--- config.mk ---
export PLATFORM = sky130hd
export DESIGN_NAME = regwrite_trace_fifo
export DESIGN_NICKNAME = d
export VERILOG_FILES = /design/src/rtl/regwrite_trace_fifo_pkg.sv /design/src/rtl/regwrite_trace_fifo_fifo.sv /design/src/rtl/regwrite_trace_fifo.sv
export SDC_FILE = /design/constraint.sdc
export NUM_CORES = 1
export LEC_CHECK = 0
export ABC_AREA = 0
export CAP_MARGIN = 5
export CORE_ASPECT_RATIO = 1.25
export CORE_UTILIZATION = 55
export CTS_CLUSTER_DIAMETER = 150
export DETAILED_ROUTE_END_ITERATION = 10
export PLACE_DENSITY_LB_ADDON = 0.08
export SYNTH_ARGS = -nofsm -noshare
export SYNTH_HDL_FRONTEND = slang
export SYNTH_HIERARCHICAL = 1
export SYNTH_SLANG_ARGS = --single-unit
--- constraint.sdc ---
create_clock -name clock -period 9 [get_ports clock]
set_input_delay 1.8 -clock clock [delete_from_list [all_inputs] [get_ports clock]]
set_output_delay 1.8 -clock clock [all_outputs]
set_load 0.05 [all_outputs]
--- src/rtl/regwrite_trace_fifo_pkg.sv ---
// trace_pkg: shared constants for the register-write trace FIFO.
// Holds the FSM state encoding, field widths and the bit offsets used to
// pack/unpack one trace entry {cycle, reg, data} (data in the low bits).
package trace_pkg;

  typedef enum logic [1:0] {
    ST_IDLE   = 2'b00,
    ST_RUN    = 2'b01,
    ST_FROZEN = 2'b10
  } state_e;

  localparam int REG_W   = 5;
  localparam int DATA_W  = 32;
  localparam int DROP_W  = 16;

  // Default timestamp width; the top level may override CYCLE_W.
  localparam int CYCLE_W_DEF = 10;
  localparam int ENTRY_W     = CYCLE_W_DEF + REG_W + DATA_W;

  // Entry layout: [CYC_LSB +: CYCLE_W][REG_LSB +: REG_W][DATA_LSB +: DATA_W]
  localparam int DATA_LSB = 0;
  localparam int REG_LSB  = DATA_LSB + DATA_W;
  localparam int CYC_LSB  = REG_LSB + REG_W;

  function automatic int entry_w(input int cycle_w);
    return cycle_w + REG_W + DATA_W;
  endfunction

endpackage

--- src/rtl/regwrite_trace_fifo_fifo.sv ---
// sync_fifo_fwft: first-word-fall-through synchronous FIFO.
// The head entry is visible on dout whenever empty is low; a push lands in
// storage on the edge and is visible after it (1-cycle latency).
// Ports:
//   clock, reset      : system clock, synchronous active-high reset
//   push / din        : write request and data (ignored when full unless pop)
//   pop               : consume head (ignored when empty)
//   dout              : head entry (undefined content when empty)
//   full, empty, count: occupancy status, count in 0..DEPTH
module sync_fifo_fwft #(
  parameter int WIDTH = 8,
  parameter int DEPTH = 16
) (
  input  logic                     clock,
  input  logic                     reset,
  input  logic                     push,
  input  logic                     pop,
  input  logic [WIDTH-1:0]         din,
  output logic [WIDTH-1:0]         dout,
  output logic                     full,
  output logic                     empty,
  output logic [$clog2(DEPTH):0]   count
);

  localparam int AW = $clog2(DEPTH);

  logic [WIDTH-1:0] mem [DEPTH];
  logic [AW-1:0]    wr_ptr, rd_ptr;
  logic             do_push, do_pop;

  assign full  = (count == (AW+1)'(DEPTH));
  assign empty = (count == '0);

  // A push into a full FIFO is legal when the head leaves on the same edge.
  assign do_pop  = pop && !empty;
  assign do_push = push && (!full || do_pop);

  assign dout = mem[rd_ptr];

  // Pointers are AW bits wide, so they wrap modulo DEPTH on their own.
  always_ff @(posedge clock) begin
    if (reset) begin
      wr_ptr <= '0;
      rd_ptr <= '0;
      count  <= '0;
    end else begin
      if (do_push) wr_ptr <= wr_ptr + AW'(1);
      if (do_pop)  rd_ptr <= rd_ptr + AW'(1);
      case ({do_push, do_pop})
        2'b10:   count <= count + (AW+1)'(1);
        2'b01:   count <= count - (AW+1)'(1);
        default: count <= count;
      endcase
    end
  end

  // Storage needs no reset: nothing reads it while empty.
  always_ff @(posedge clock) begin
    if (do_push) mem[wr_ptr] <= din;
  end

endmodule

--- src/rtl/regwrite_trace_fifo.sv ---
// regwrite_trace_fifo: taps the regfile write port, timestamps every write to
// a nonzero register while running, and buffers it for a valid/ready drain.
// Optional feature macro: TRACE_DROP_CNT_EN adds a saturating drop_cnt output.
// Ports:
//   clock, reset                 : system clock, synchronous active-high reset
//   start, stop                  : run control pulses (IDLE/FROZEN->RUN, RUN->FROZEN)
//   ctrl_writeEnable/_writeReg,
//   data_writeReg                : regfile write port being observed
//   out_valid/out_ready          : drain handshake; out_cycle/reg/data = head entry
//   count                        : FIFO occupancy 0..DEPTH
//   overflow                     : sticky, a capture was dropped
//   state                        : 00 IDLE, 01 RUN, 10 FROZEN
//   drop_cnt (macro only)        : number of dropped captures, saturating
module regwrite_trace_fifo
  import trace_pkg::*;
#(
  parameter int DEPTH   = 16,
  parameter int CYCLE_W = 10
) (
  input  logic                    clock,
  input  logic                    reset,
  input  logic                    start,
  input  logic                    stop,
  input  logic                    ctrl_writeEnable,
  input  logic [4:0]              ctrl_writeReg,
  input  logic [31:0]             data_writeReg,
  output logic                    out_valid,
  input  logic                    out_ready,
  output logic [CYCLE_W-1:0]      out_cycle,
  output logic [4:0]              out_reg,
  output logic [31:0]             out_data,
  output logic [$clog2(DEPTH):0]  count,
  output logic                    overflow,
  output logic [1:0]              state
`ifdef TRACE_DROP_CNT_EN
  ,
  output logic [DROP_W-1:0]       drop_cnt
`endif
);

  localparam int EW = entry_w(CYCLE_W);

  state_e             st, st_nxt;
  logic [CYCLE_W-1:0] cyc;
  logic               capture, pop, push, drop, full, empty;
  logic [EW-1:0]      entry, head;

  assign state = st;

  // Stop wins while running, start wins otherwise.
  always_comb begin
    st_nxt = st;
    case (st)
      ST_IDLE:   if (start) st_nxt = ST_RUN;
      ST_RUN:    if (stop)  st_nxt = ST_FROZEN;
      ST_FROZEN: if (start) st_nxt = ST_RUN;
      default:   st_nxt = ST_IDLE;
    endcase
  end

  always_ff @(posedge clock) begin
    if (reset) st <= ST_IDLE;
    else       st <= st_nxt;
  end

  // Counter runs on every RUN edge (including the one that stops it) and is
  // only cleared on entry from IDLE, so FROZEN->RUN resumes where it left off.
  always_ff @(posedge clock) begin
    if (reset)                     cyc <= '0;
    else if (st == ST_IDLE && start) cyc <= '0;
    else if (st == ST_RUN)         cyc <= cyc + CYCLE_W'(1);
  end

  // Capture uses the registered state, so the IDLE->RUN edge never captures.
  assign capture = (st == ST_RUN) && ctrl_writeEnable && (ctrl_writeReg != '0);
  assign pop     = out_valid && out_ready;
  assign push    = capture && (!full || pop);
  assign drop    = capture && full && !pop;
  assign entry   = {cyc, ctrl_writeReg, data_writeReg};

  sync_fifo_fwft #(.WIDTH(EW), .DEPTH(DEPTH)) u_fifo (
    .clock (clock),
    .reset (reset),
    .push  (push),
    .pop   (pop),
    .din   (entry),
    .dout  (head),
    .full  (full),
    .empty (empty),
    .count (count)
  );

  assign out_valid = !empty;
  assign out_cycle = empty ? '0 : head[CYC_LSB  +: CYCLE_W];
  assign out_reg   = empty ? '0 : head[REG_LSB  +: REG_W];
  assign out_data  = empty ? '0 : head[DATA_LSB +: DATA_W];

`ifdef TRACE_DROP_CNT_EN
  always_ff @(posedge clock) begin
    if (reset)                                 drop_cnt <= '0;
    else if (drop && drop_cnt != {DROP_W{1'b1}}) drop_cnt <= drop_cnt + DROP_W'(1);
  end
  assign overflow = (drop_cnt != '0);
`else
  always_ff @(posedge clock) begin
    if (reset)     overflow <= 1'b0;
    else if (drop) overflow <= 1'b1;
  end
`endif

endmodule

==> impl_results.md <==
* CTS sink count at 782
* WL/cell at 26.0 µm
* Number of max-slew violations in the final report at 0
* Rows at 95
* Core area at 53,800 µm²
* Total CTS buffers at 74
* Final Routed Wirelength at ~60,000 µm
* ANT nets after route at 0
* Relative slew slack at 34.7%
* Gpl congestion at about 0.73
* Util after Layout at 63.7%
* R2R setup slack at 4.17 ns
* CP startpoint kind: register
* Setup TNS Final at 0 ns
* Skew-Pair Late Insertion Delay at 0.61 ns
* FFs w/ async S/R, synth at 0%
* Share of layout cells above drive strength 1 at around 23%
* Hold Crit Class: register to register
* GRT Max-Usage Layer: met2
* Hold Buf Count CTS at 0
* Initial Util at 55.8%
* Peak supply drop at 209 µV
* Largest net degree at the start of global routing at 135
* DRT iter0 DRCs at 938
* Top-area cell type share of the netlist area at 75.2%
* Post-synthesis sequential area ratio at 77.2%
* Die width at between 200 and 250 µm
* CP Data Required Time at 7.20 ns
* # fillers at between 3,000 and 4,000
* Synthesized area at 30,000 µm²
* Endpoints failing setup at 0
* Top Ports at 99
* Max Fclk at 172 MHz
* Cts repair resizes at 0
* Syn avg cell area at 21.6 µm²
* CP cell instances: buf_12 > mux4_2 > a22oi_1 > nand2_1 > nor2b_1 > clkdlybuf4s50_1
* Power per cell area at 245 nW/µm²
* Input/output buffers at 98
* Static Leak at 10.6 nW
* 1st-pass router iterations at 4
* Worst Path Class, Setup: register to primary output
* H-tree Lvls at 3
* CP delay by family, top: buffers and inverters
* Register area at approximately 23,000 µm²
* Syn nets at 1,446
* Routing usage on met2 at 39.2%
* Status: complete, no violations
* Final #Nets at approximately 1,600
* Met1 Usage GRT at 28.9%
* Syn-to-layout area delta at 14.3%
* Yosys reg bits at 782
* Skew final at 0.0140 ns
* CP max FO at 95
* RSZ-0062 raised after global routing: false
* Endpoints failing hold at 0
* Post-layout minimum cycle time at 5.82 ns
* Max Cap Viol at 0
* Met3 Track Usage GR at 3.28%
* Library cells used by synthesis at 53
* Root Buffer: clkbuf_16
* Total grt overflow at 0
* Postcts setup bufs at 0
* Ys Warns at 6
* TritonCTS clock tree: yes
* Initial antenna violation count at 1
* Top FF cell, synth: edfxtp_1
* Top cells by area, synth: edfxtp_1 75%, mux4_2 14%, a22oi_1 2.4%, dfxtp_1 2.0%, nor2b_1 0.77%
* First-pass GRT wire length at 90,800 µm
* Die span in y at ~260 µm
* Via-to-Cell Ratio at 6.06
* Crit share post-route at ~65%
* Critical Path Slowest Stage Cell: clkdlybuf4s50_1
* Full die area at 55,500 µm²
* Ant. Diodes at 0
* Area of the multi-input gates at 6590 µm²
* Vias in the first global route at about 15,000
* Cells after Synth at 1,393
* Tightest Pin Transition at 0.977 ns
* Via count at 13,900
* Max stage delay on crit path at 0.73 ns
* Max Root-Sink Buffers at 3
* Residual DRC at 0
* CP arrival at about 4.0 ns
* Clock-pin slew on the worst setup and hold paths at 0.06 ns
* EDFF count, synth at ~750
* Worst path bufs/invs at 2
* Largest area contributor in the netlist: edfxtp_1
* Crit end category: primary output
* Tot GR Track Use at 22.3%
* HPWL after DPL at 30,900 µm
## cell usage after synthesis (2+ instances only)
master       n
mux4_2     188
o21ai_2      2
nor4_1       5
buf_1        3
nand2b_1     7
nor3b_1      3
xnor2_1      5
o41ai_1      2
o21ai_0      4
nand3_1      7
and2b_2     16
nand4_1      3
or2_2        2
xor2_1       6
clkbuf_1    48
inv_1       14
and2_1       5
o21a_1       4
a22oi_1     95
a21oi_1      3
buf_2       21
o2111ai_1    3
o211ai_1     2
nand2_1     51
mux2i_1      5
ha_1         9
nor3_1       6
or3_1        2
edfxtp_1   752
nor2_1      29
and3_1       4
nor2b_1     37
dfxtp_1     30
## power breakdown
part	switching [mW]	total [mW]	internal, mW
combinational	0.796	1.30	0.500
clock	1.27	3.07	1.80
sequential	0.0333	4.04	4.00
total	2.10	8.40	6.30
## logic make-up (layout without fill, tap and decap cells)
family,count (synthesis),after routing,share of synthesized area [%]
AOI/OAI and AO/OA,124,124,3.14
xor gates and xnor gates,11,11,0.321
adders and majority gates,10,10,0.442
buffers and inverters,89,270,1.24
DFF,782,782,77.2
muxes,193,193,14.3
and+or+nand+nor,184,184,3.39
## through the flow
| step | hold WS (ns) | cells | setup WS (ns) | instance area (µm²) | power [mW] |
|---|---|---|---|---|---|
| after detailed placement | 0.520 | 2166 | 2.86 | 31900 | 5.43 |
| final | 0.532 | 2301 | 3.18 | 34300 | 8.40 |
| after global routing | 0.553 | 2301 | 2.95 | 34300 | 8.67 |
| after floorplan | 0.507 | 1393 | 1.05 | 30000 | 5.02 |
| after CTS | 0.531 | 2301 | 3.05 | 34300 | 8.49 |
| after global placement | 0.515 | 2166 | 2.92 | 31900 | 5.42 |
## worst paths after layout
kind,cells past startpoint,start,to
setup / recovery,6,register,out_data[24]
hold / removal,2,u_fifo/count[3],u_fifo/count[3]
setup reg to reg,9,u_fifo/count[0],u_fifo/mem[15][21]
hold reg to reg,2,u_fifo/count[3],u_fifo/count[3]
## flip-flops by register name, summed over array words and instances (netlist names), named ones only
register / flops
overflow: 1
cyc: 10
u_fifo/count: 5
state: 2
u_fifo/rd_ptr: 4
u_fifo/wr_ptr: 4
u_fifo/mem: 752
## per-layer routing
metal	vias up	part of all wire [%]
met5	-	0.028
met4	2	1.7
met3	75	3.6
met2	291	54
met1	7517	41
li1	6058	-
## layout make-up
type                       instances  share of cell area [%]
clock inverter                    41                    1.16
inverter                          15                   0.164
multi-input combinational        522                    19.2
tap                              727                    2.65
sequential                       782                    67.6
timing repair buffer             120                    3.45
clock buffer                      94                    5.80
## cell usage in the layout (no fill, tap or decap), types with 4 or more instances in the layout
cell type / count
edfxtp_1: 752
mux4_2: 188
clkdlybuf4s50_1: 98
a22oi_1: 95
clkbuf_16: 77
nand2_1: 51
nor2b_1: 35
dfxtp_1: 28
nor2_1: 23
buf_4: 19
clkbuf_1: 17
clkinv_1: 17
and2b_2: 16
inv_1: 14
clkinv_2: 11
ha_1: 9
bufinv_16: 8
nand3_1: 7
nand2b_1: 7
nor3_1: 6
xor2_1: 6
nor2_4: 6
nor4_2: 5
xnor2_1: 5
mux2i_1: 5
o21ai_0: 4
and2_4: 4
and3_4: 4
o21a_1: 4
## worst min-delay path: stages (launching register included)
cell and delay, ns:
dfxtp_1 0.34, inv_1 0.06, o41ai_1 0.07
(Power assumes the default switching activity.)
